==> src/rtl/mcac_timer.sv <==
// MCAC programmable interval timer: 8-bit prescaler feeding a 16-bit period counter.
// Optional one-shot behaviour is built only when TIMER_ONESHOT_EN is defined.
module mcac_timer #(
  parameter int CNT_W = 16,
  parameter int PRE_W = 8
) (
  input  logic             i_clk,
  input  logic             i_rst_n,
  input  logic             i_enable,
  input  logic [PRE_W-1:0] i_prescale,
  input  logic [CNT_W-1:0] i_period,
  input  logic             i_load_en,
  input  logic [CNT_W-1:0] i_load_val,
  input  logic             i_mode,
  input  logic             i_irq_clr,
  output logic [CNT_W-1:0] o_count,
  output logic             o_tick,
  output logic             o_expire,
  output logic             o_irq,
  input  logic             i_scan_in0,
  input  logic             i_scan_in1,
  input  logic             i_scan_in2,
  input  logic             i_scan_in3,
  input  logic             i_scan_in4,
  input  logic             i_scan_enable,
  input  logic             i_test_mode,
  output logic             o_scan_out0,
  output logic             o_scan_out1,
  output logic             o_scan_out2,
  output logic             o_scan_out3,
  output logic             o_scan_out4
);

  logic [PRE_W-1:0] r_preCnt;
  logic [CNT_W-1:0] r_count;
  logic             r_tick;
  logic             r_expire;
  logic             r_irq;
  logic             w_run;
  logic             w_tickEv;
  logic             w_expireSet;
  logic             w_unused;

`ifdef TIMER_ONESHOT_EN
  logic r_done;

  // A completed one-shot freezes the timer until reloaded or switched to periodic.
  assign w_run = i_enable && !(r_done && i_mode);

  always_ff @(posedge i_clk or negedge i_rst_n) begin
    if (!i_rst_n) begin
      r_done <= 1'b0;
    end else if (i_load_en || !i_mode) begin
      r_done <= 1'b0;
    end else if (w_expireSet) begin
      r_done <= 1'b1;
    end
  end

  assign w_unused = ^{i_scan_in0, i_scan_in1, i_scan_in2, i_scan_in3,
                      i_scan_in4, i_scan_enable, i_test_mode};
`else
  assign w_run    = i_enable;
  assign w_unused = ^{i_scan_in0, i_scan_in1, i_scan_in2, i_scan_in3,
                      i_scan_in4, i_scan_enable, i_test_mode, i_mode};
`endif

  assign w_tickEv    = !i_load_en && w_run && (r_preCnt == i_prescale);
  assign w_expireSet = w_tickEv && (r_count == i_period);

  always_ff @(posedge i_clk or negedge i_rst_n) begin
    if (!i_rst_n) begin
      r_preCnt <= '0;
      r_count  <= '0;
      r_tick   <= 1'b0;
      r_expire <= 1'b0;
    end else if (i_load_en) begin
      r_preCnt <= '0;
      r_count  <= i_load_val;
      r_tick   <= 1'b0;
      r_expire <= 1'b0;
    end else if (w_tickEv) begin
      r_preCnt <= '0;
      r_tick   <= 1'b1;
      r_expire <= w_expireSet;
      r_count  <= w_expireSet ? '0 : r_count + CNT_W'(1);
    end else begin
      if (w_run) begin
        r_preCnt <= r_preCnt + PRE_W'(1);
      end
      r_tick   <= 1'b0;
      r_expire <= 1'b0;
    end
  end

  // Setting wins over a coincident clear so no expire is ever lost.
  always_ff @(posedge i_clk or negedge i_rst_n) begin
    if (!i_rst_n) begin
      r_irq <= 1'b0;
    end else if (w_expireSet) begin
      r_irq <= 1'b1;
    end else if (i_irq_clr) begin
      r_irq <= 1'b0;
    end
  end

  assign o_count  = r_count;
  assign o_tick   = r_tick;
  assign o_expire = r_expire;
  assign o_irq    = r_irq;

  assign o_scan_out0 = 1'b0;
  assign o_scan_out1 = 1'b0;
  assign o_scan_out2 = 1'b0;
  assign o_scan_out3 = 1'b0;
  assign o_scan_out4 = 1'b0;

endmodule

==> config.mk <==
export PLATFORM = sky130hd
export DESIGN_NAME = mcac_timer
export DESIGN_NICKNAME = d
export VERILOG_FILES = /design/src/rtl/mcac_timer.sv
export SDC_FILE = /design/constraint.sdc
export NUM_CORES = 1
export LEC_CHECK = 0
export ABC_CLOCK_PERIOD_IN_PS = 1700
export BUFFER_PORTS_ARGS = -buffer_cell sky130_fd_sc_hd__buf_2
export CAP_MARGIN = 20
export CORE_UTILIZATION = 45
export CTS_BUF_LIST = sky130_fd_sc_hd__clkbuf_2 sky130_fd_sc_hd__clkbuf_4 sky130_fd_sc_hd__clkbuf_8
export CTS_CLUSTER_SIZE = 12
export DETAILED_ROUTE_END_ITERATION = 16
export PLACE_DENSITY = 0.79
export SKIP_LAST_GASP = 1
export SLEW_MARGIN = 20
export SYNTH_ARGS = -nofsm -noshare
export SYNTH_HDL_FRONTEND = slang
export SYNTH_SLANG_ARGS = --single-unit
export TNS_END_PERCENT = 1
==> constraint.sdc <==
create_clock -name i_clk -period 1.7 [get_ports i_clk]
set_input_delay 0.255 -clock i_clk [delete_from_list [all_inputs] [get_ports i_clk]]
set_output_delay 0.255 -clock i_clk [all_outputs]
set_load 0.03 [all_outputs]
; Word-level counts from Yosys, hierarchy flattened
; Cells that the tools add are included.
[op_classes]
addsub = 2
n_eq_ne = 2
n_mux = 12
reduce_logical = 7
[op_table]
columns = op, n
row1 = $mux W16, 3
row2 = $mux W8, 3
row3 = $add A16 B1 Y16 const B, 1
row4 = $eq A16 B16 Y1, 1
row5 = $add A8 B1 Y8 const B, 1
row6 = $eq A8 B8 Y1, 1
row7 = $mux W1, 6
row8 = $reduce_bool A2 Y1, 2
row9 = $logic_and A1 B1 Y1, 3
row10 = $reduce_bool A3 Y1, 1
row11 = $logic_not A1 Y1, 1
[word_totals]
reg_bits = 27
inputBits = 53
out_inout_bits = 24
elab_cells = 28

; Logic depth before layout (Yosys ltp)
; Gate-level depths: netlist (run 1).
[logic_depth]
depth_word = 7
mapped_depth = 7
ltp_nobuf = 6

; Least setup slack after synthesis (run 1)
; OpenSTA, ideal clock, no wires.
[synth_path]
path_type = reg-to-reg
start = register r_count[0] (netlist: o_count[0])
end = register r_count[14] (netlist: o_count[14])
t_arrival_ns = 1.826
required_ns = 1.569
path_slack_ns = -0.257
stages_incl_launch_ff = 7
n_path_buf = 0
synth_period_minus_slack_ns = 1.957
cell_sequence = dfrtp_1 -> ha_1 -> and3_1 -> nand4_1 -> or3_1 -> a31oi_1 -> o21ai_0
[synth_between]
elab_chain_cells = 5
elab_cells_between_ends = 6
classes_between = 1 x add/sub / 1 x eq/ne / 3 x mux / 1 x reduce/logical
[synth_rtl]
columns = element, line
row1 = "start, declared", 35  ; logic [CNT_W-1:0] r_count;
row2 = "start signal, assigned", 79  ; r_count <= i_load_val;
row3 = "start signal, assigned", 86  ; r_count <= w_expireSet ? '0 : r_count + CNT_W'(1);
row4 = "parallel branches: the longest is 2 deep, another holds $add A16 B1 Y16", --
row5 = $mux W16 (*), 86
row6 = $mux W16 (*), 82  ; end else if (w_tickEv) begin
row7 = $mux W16 (*), 77  ; end else if (i_load_en) begin
; Mark *: on every way between the ends. The select of a mux whose other input is x is not followed.
; A chain may end at the register's enable or synchronous reset.

; Final worst setup path (run 1)
; Same ends and word-level chain as after synthesis.

==> metrics.yaml, run 1 <==
power_and_ir_drop:
  switching_share_pct: 33.91
  clkPwrFrac_pct: 23.9
  p_per_area_nw_per_um2: 629.6
  pwr-share-comb_pct: 31.1
  power.internal_mw: 1.069
  p_sw_mw: 0.5487
  seqPwrFrac_pct: 45.0
  p_leak_nw: 1.275
  ir_drop_v: 0.0003453
routing:
  wl_per_cell_um: 14.56
  wl_mm: 5.227
  drcViolationCount: 0
  drt-initial-drc-count: 125
  via_count: 1953
  viasPerCell: 5.440
  ant_nets: 0
  drtPass1Iterations: 4
synth:
  yosysUniqueCellTypes: 40
  ys_ff_latch: 27
  syn_area_um2: 1853
  ys_seq_area_share_pct: 36.46
  async_flop_share_pct: 100.0
  synth_flop_cell: "dfrtp_1"
  synth_edf_count: 0
  yosys_warnings: 0
  syn_avg_cell_area_um2: 8.619
  syn_inst: 215
flow_run:
  cap_viol_max_count: 0
cells_and_area:
  nNetsFinal: 367
  finalInstanceArea_um2: 2570
  final_core_util_pct: 67.65
  n_antenna_cell: 0
  area_growth_pct: 38.69
  drive_gt1_share_pct: 39.23
sta:
  fin_crit_sh_pct: 105.3
  tightest_slew_ns: 0.6451
  rsz0062_at_grt: "yes"
  layout_setup_ws_ns: -0.08991
  slew-limit-headroom_pct: 57.00
  finalHoldViolCount: 20
  period_needed_ns: 1.790
  fin_skew_ns: 0.009232
  setup_viol: 19
  setup_tns_ns: -0.6979
  timing.fmax_ghz: 0.5587
  maxSlewViolCount: 0
  finalHoldWorstSlack_ns: -0.01954
clocking:
  numCtsBuffers: 3
  path_clk_slew_ns: 0.10
  cts_buffer_depth: 2
  clock_sinks: 27
  htreeDepth: 1
  cts_tree: "built"
  worstSkewPairLatency_ns: 0.28
  cts-root-buf: "clkbuf_8"
global_route:
  antenna_found_initial: 0
  grt_max_degree: 28
  grt_first_pass_wirelength_mm: 8.631
  grt_use_total_pct: 26.06
  grt_overflow_total: 0
  grt_pass1_vias: 1913
worst_setup_path:
  timing_worst_setup_path_type: "reg -> reg"
  crit_path_cell_trace: "xor2_1 -> nor4_2 -> nand4_1 -> buf_4 -> a41oi_2 -> o21ai_1"
  cp_slowest_stage_delay_ns: 0.44
  crit_path_top_delay_cell: "dfrtp_2"
  cp.required_ns: 1.87
  crit_fanout: 4
  r2r_end: "o_count[14]"
  r2r-start: "o_count[0]"
  worstPathArrival_ns: 1.96
  crit_path_end_kind: "flip-flop"
  reg2reg_depth: 6
  rrSetupSlack_ns: -0.09
  critPathLaunchType: "flip-flop"
hold_path:
  hp-class: "in -> async"
floorplan:
  start_util_pct: 48.78
  die_h_um: 66.17
  die_w_um: 66.17
  dieArea_um2: 4378
  num_io_pins: 77
  coreArea_um2: 3799
  fp-row-count: 22
outcome:
  status: "finished with violations"
  failed_checks: "hold timing, setup timing"
placement:
  placed_area_um2: 2505
  port_buffers: 63
  gp_congestion: 0.9564
  dpl.hpwl_mm: 4.000
## cell type report
cell class              count  area, um^2
clock buffers               3       41.29
repair buffers            106       650.6
fillers                   319        1229
well taps                  48       60.06
inverters                   3       11.26
clock inverters             1       5.005
multi-input cells         171        1119
flip-flops and latches     27       683.2
## how the worst max path moves through the flow
stage | startpoint | to | slack, ns
after floorplan | o_count[0] | o_count[15] | -0.12
after global placement | o_count[1] | o_count[15] | -0.11
after detailed placement | o_count[1] | o_count[14] | -0.26
after CTS | o_count[0] | o_count[14] | -0.08
after global routing | o_count[0] | o_count[4] | -0.19
final | o_count[0] | o_count[14] | -0.09
## state kept, by name, summed over array words and instances, names as in the netlist
signal	flops
o_count	16
o_expire	1
o_irq	1
o_tick	1
r_preCnt	8
## layer usage
metal / track usage [%] / wire length [um] / vias up
li1: - / - / 951
met1: 33.37 / 2231 / 925
met2: 45.54 / 2631 / 68
met3: 3.276 / 294 / 9
met4: 7.447 / 70 / 0
met5: 0 / 0 / -
## cells in the mapped netlist (4+ instances only)
| cell | number | area (um^2) |
|---|---|---|
| a22oi_1 | 13 | 97.59 |
| and2_1 | 8 | 50.05 |
| and3_1 | 5 | 31.28 |
| buf_4 | 6 | 45.04 |
| clkbuf_1 | 9 | 33.78 |
| dfrtp_1 | 27 | 675.7 |
| nand2_1 | 23 | 86.33 |
| nand3_1 | 6 | 30.03 |
| nand4_1 | 7 | 43.79 |
| nor2_1 | 17 | 63.81 |
| nor3_1 | 6 | 30.03 |
| nor4_1 | 5 | 31.28 |
| o211ai_1 | 11 | 82.58 |
| o21a_1 | 4 | 30.03 |
| xor2_1 | 28 | 245.2 |
## power by group through the flow
stage	clock [mW]	sequential, mW	combinational [mW]
floorplan	0	0.819	0.181
global placement	0	0.738	0.478
detailed placement	0	0.741	0.495
CTS	0.391	0.728	0.503
global route	0.422	0.733	0.547
finish	0.386	0.729	0.503
## repair_timing
| action | in CTS | in global routing |
|---|---|---|
| setup buffers | 0 | 0 |
| endpoints found under the setup margin | 25 | 25 |
| resized for setup | 5 | 0 |
| hold buffers | 0 | 0 |
| pin swaps | 4 | 2 |
## metrics by stage
| stage | instances | power, mW | worst slack (ns) |
|---|---|---|---|
| floorplan | 219 | 0.9999 | -0.1166 |
| global placement | 355 | 1.217 | -0.1083 |
| detailed placement | 355 | 1.236 | -0.2617 |
| CTS | 359 | 1.622 | -0.08055 |
| global route | 359 | 1.702 | -0.1924 |
| finish | 359 | 1.618 | -0.08991 |
## kinds of logic (layout without fill, tap and decap cells)
group | after synthesis | in the layout | synth area share [%]
DFF | 27 | 27 | 36.46
muxes | 1 | 1 | 0.5402
xor gates and xnor gates | 29 | 29 | 13.71
buffers and inverters | 21 | 113 | 5.671
and+or+nand+nor | 91 | 91 | 25.25
other | 1 | 5 | 0.2024
AOI/OAI and AO/OA | 43 | 43 | 16.81
adders and majority gates | 2 | 2 | 1.350
## cell usage in the layout, fill, tap and decap left out, drive strengths merged, types with 2 or more instances in the layout
| master | instances |
|---|---|
| a21oi | 2 |
| a22oi | 13 |
| a31oi | 3 |
| and2 | 8 |
| and3 | 5 |
| buf | 106 |
| clkbuf | 3 |
| conb | 5 |
| dfrtp | 27 |
| ha | 2 |
| inv | 3 |
| nand2 | 23 |
| nand2b | 3 |
| nand3 | 7 |
| nand4 | 7 |
| nor2 | 17 |
| nor3 | 6 |
| nor3b | 2 |
| nor4 | 5 |
| o2111ai | 2 |
| o211ai | 11 |
| o21a | 4 |
| o21ai | 3 |
| or3 | 2 |
| xor2 | 28 |
## critical path: cells and delay by family, from the launching register on
kind / cells / cell delay, ns
AO/OA/AOI/OAI: 2 / 0.25
XOR/XNOR: 1 / 0.16
flip-flops: 1 / 0.44
buffers and inverters: 1 / 0.22
AND/OR/NAND/NOR: 2 / 0.62
No activity file was read; power rests on OpenSTA's default activity.
==> run 2, diff against run 1 <==
GPL_TIMING_DRIVEN = 0   (was unset)
TNS_END_PERCENT = 100   (was 1)
==> metrics.yaml, run 2 (synthesis gave the netlist of run 1 again) <==
worst_setup_path:
  r2r_end: "o_count[1]"
  timing_worst_setup_path_type: "reg -> reg"
  cp_slowest_stage_delay_ns: 0.46
  critPathLaunchType: "flip-flop"
  crit_path_cell_trace: "xor2_1 -> nor4_2 -> nand4_1 -> and3_1 -> a211o_1"
  r2r-start: "o_count[0]"
  cp.required_ns: 1.86
  reg2reg_depth: 5
  crit_path_top_delay_cell: "dfrtp_2"
  rrSetupSlack_ns: -0.09
  crit_path_end_kind: "flip-flop"
  crit_fanout: 4
  worstPathArrival_ns: 1.95
floorplan:
  fp-row-count: 22
  dieArea_um2: 4378
  num_io_pins: 77
  coreArea_um2: 3799
  die_w_um: 66.17
  die_h_um: 66.17
  start_util_pct: 48.78
cells_and_area:
  finalInstanceArea_um2: 2781
  layout_commonest_cell: "buf_2"
  n_antenna_cell: 0
  finalNonFillerCells: 362
  drive_gt1_share_pct: 47.45
  largest_register_ffs: 16
  final_core_util_pct: 73.22
  area_growth_pct: 50.10
  nNetsFinal: 370
  final_cell_mix: "62 x buf_2, 32 x buf_4, 27 x xor2_1"
sta:
  period_needed_ns: 1.791
  finalHoldWorstSlack_ns: -0.01957
  tightest_slew_ns: 0.6261
  fin_skew_ns: 0.01016
  finalHoldViolCount: 27
  slew-limit-headroom_pct: 58.26
  setup_viol: 17
  layout_setup_ws_ns: -0.09144
  rsz0062_at_grt: "yes"
  maxSlewViolCount: 0
  setup_tns_ns: -0.8129
  timing.fmax_ghz: 0.5582
  fin_crit_sh_pct: 105.4
outcome:
  failed_checks: "hold timing, setup timing"
  status: "finished with violations"
placement:
  gp_congestion: 0.8693
  post-place-ws_ns: -0.3794
  dpl.hpwl_mm: 3.440
  dp_cells: 328
  placed_area_um2: 2257
  port_buffers: 61
clocking:
  cts_buffer_depth: 2
  numCtsBuffers: 3
  htreeDepth: 1
  cts_tree: "built"
  ctsHoldBuffers: 0
  worstSkewPairLatency_ns: 0.28
  clock_sinks: 27
  cts-root-buf: "clkbuf_8"
  path_clk_slew_ns: 0.10
routing:
  viasPerCell: 5.727
  drt-initial-drc-count: 147
  drcViolationCount: 0
  drtPass1Iterations: 4
  wl_mm: 5.939
  ant_nets: 0
  wl_per_cell_um: 16.41
  via_count: 2073
global_route:
  grt_use_total_pct: 27.46
  grt_pass1_vias: 1932
  grt_max_degree: 28
  antenna_found_initial: 0
  grt_first_pass_wirelength_mm: 9.087
  grt_overflow_total: 0
power_and_ir_drop:
  p_leak_nw: 1.300
  total_power_mw: 1.657
  p_per_area_nw_per_um2: 595.9
  ir_drop_v: 0.0003213
flow_run:
  cap_viol_max_count: 0
hold_path:
  hp-class: "in -> async"
run 2: worst max path at each step:
stage                      startpoint           to  slack [ns]  cells past startpoint
after floorplan            o_count[0]  o_count[15]       -0.12                      6
after global placement    o_count[12]  o_count[14]       -0.32                      7
after detailed placement  r_preCnt[1]   o_count[3]       -0.38                      6
after CTS                  o_count[1]   o_count[1]       -0.07                      5
after global routing       o_count[7]  o_count[15]       -0.18                      6
final                      o_count[0]   o_count[1]       -0.09                      5
run 2: area by class of cell:
type / count / area (um^2)
plain buffers: 15 / 130.1
clock buffers: 3 / 41.29
clock inverters: 1 / 5.005
fillers: 272 / 1017
inverters: 3 / 11.26
multi-input cells: 171 / 1250
flip-flops and latches: 27 / 693.2
well taps: 48 / 60.06
repair buffers: 94 / 590.6
run 2: repair_timing:
action                     CTS  global route
pin swaps                   17            11
buffers inserted            16            13
cloned                       4             0
hold endpoints to repair     0             0
setup endpoints to repair   26            25
gates resized for setup     41            16
run 2: worst max-delay path: cells and delay by family (launching register included):
family | cells | cell delay, ns
AND/OR/NAND/NOR | 3 | 0.79
flip-flops | 1 | 0.46
XOR/XNOR | 1 | 0.17
AO/OA/AOI/OAI | 1 | 0.26
run 2: report_power, final:
| group | total (mW) | leakage [nW] | switching, mW | internal, mW |
|---|---|---|---|---|
| Sequential | 0.755 | 0.331 | 0.0693 | 0.685 |
| Combinational | 0.524 | 0.943 | 0.291 | 0.234 |
| Clock | 0.378 | 0.0255 | 0.214 | 0.165 |
run 2: routing by layer:
metal,vias up,track usage [%],wire length (um)
li1,953,-,-
met1,1005,34.30,2425
met2,104,46.43,2953
met3,11,4.310,451
met4,0,11.97,109
met5,-,0,0
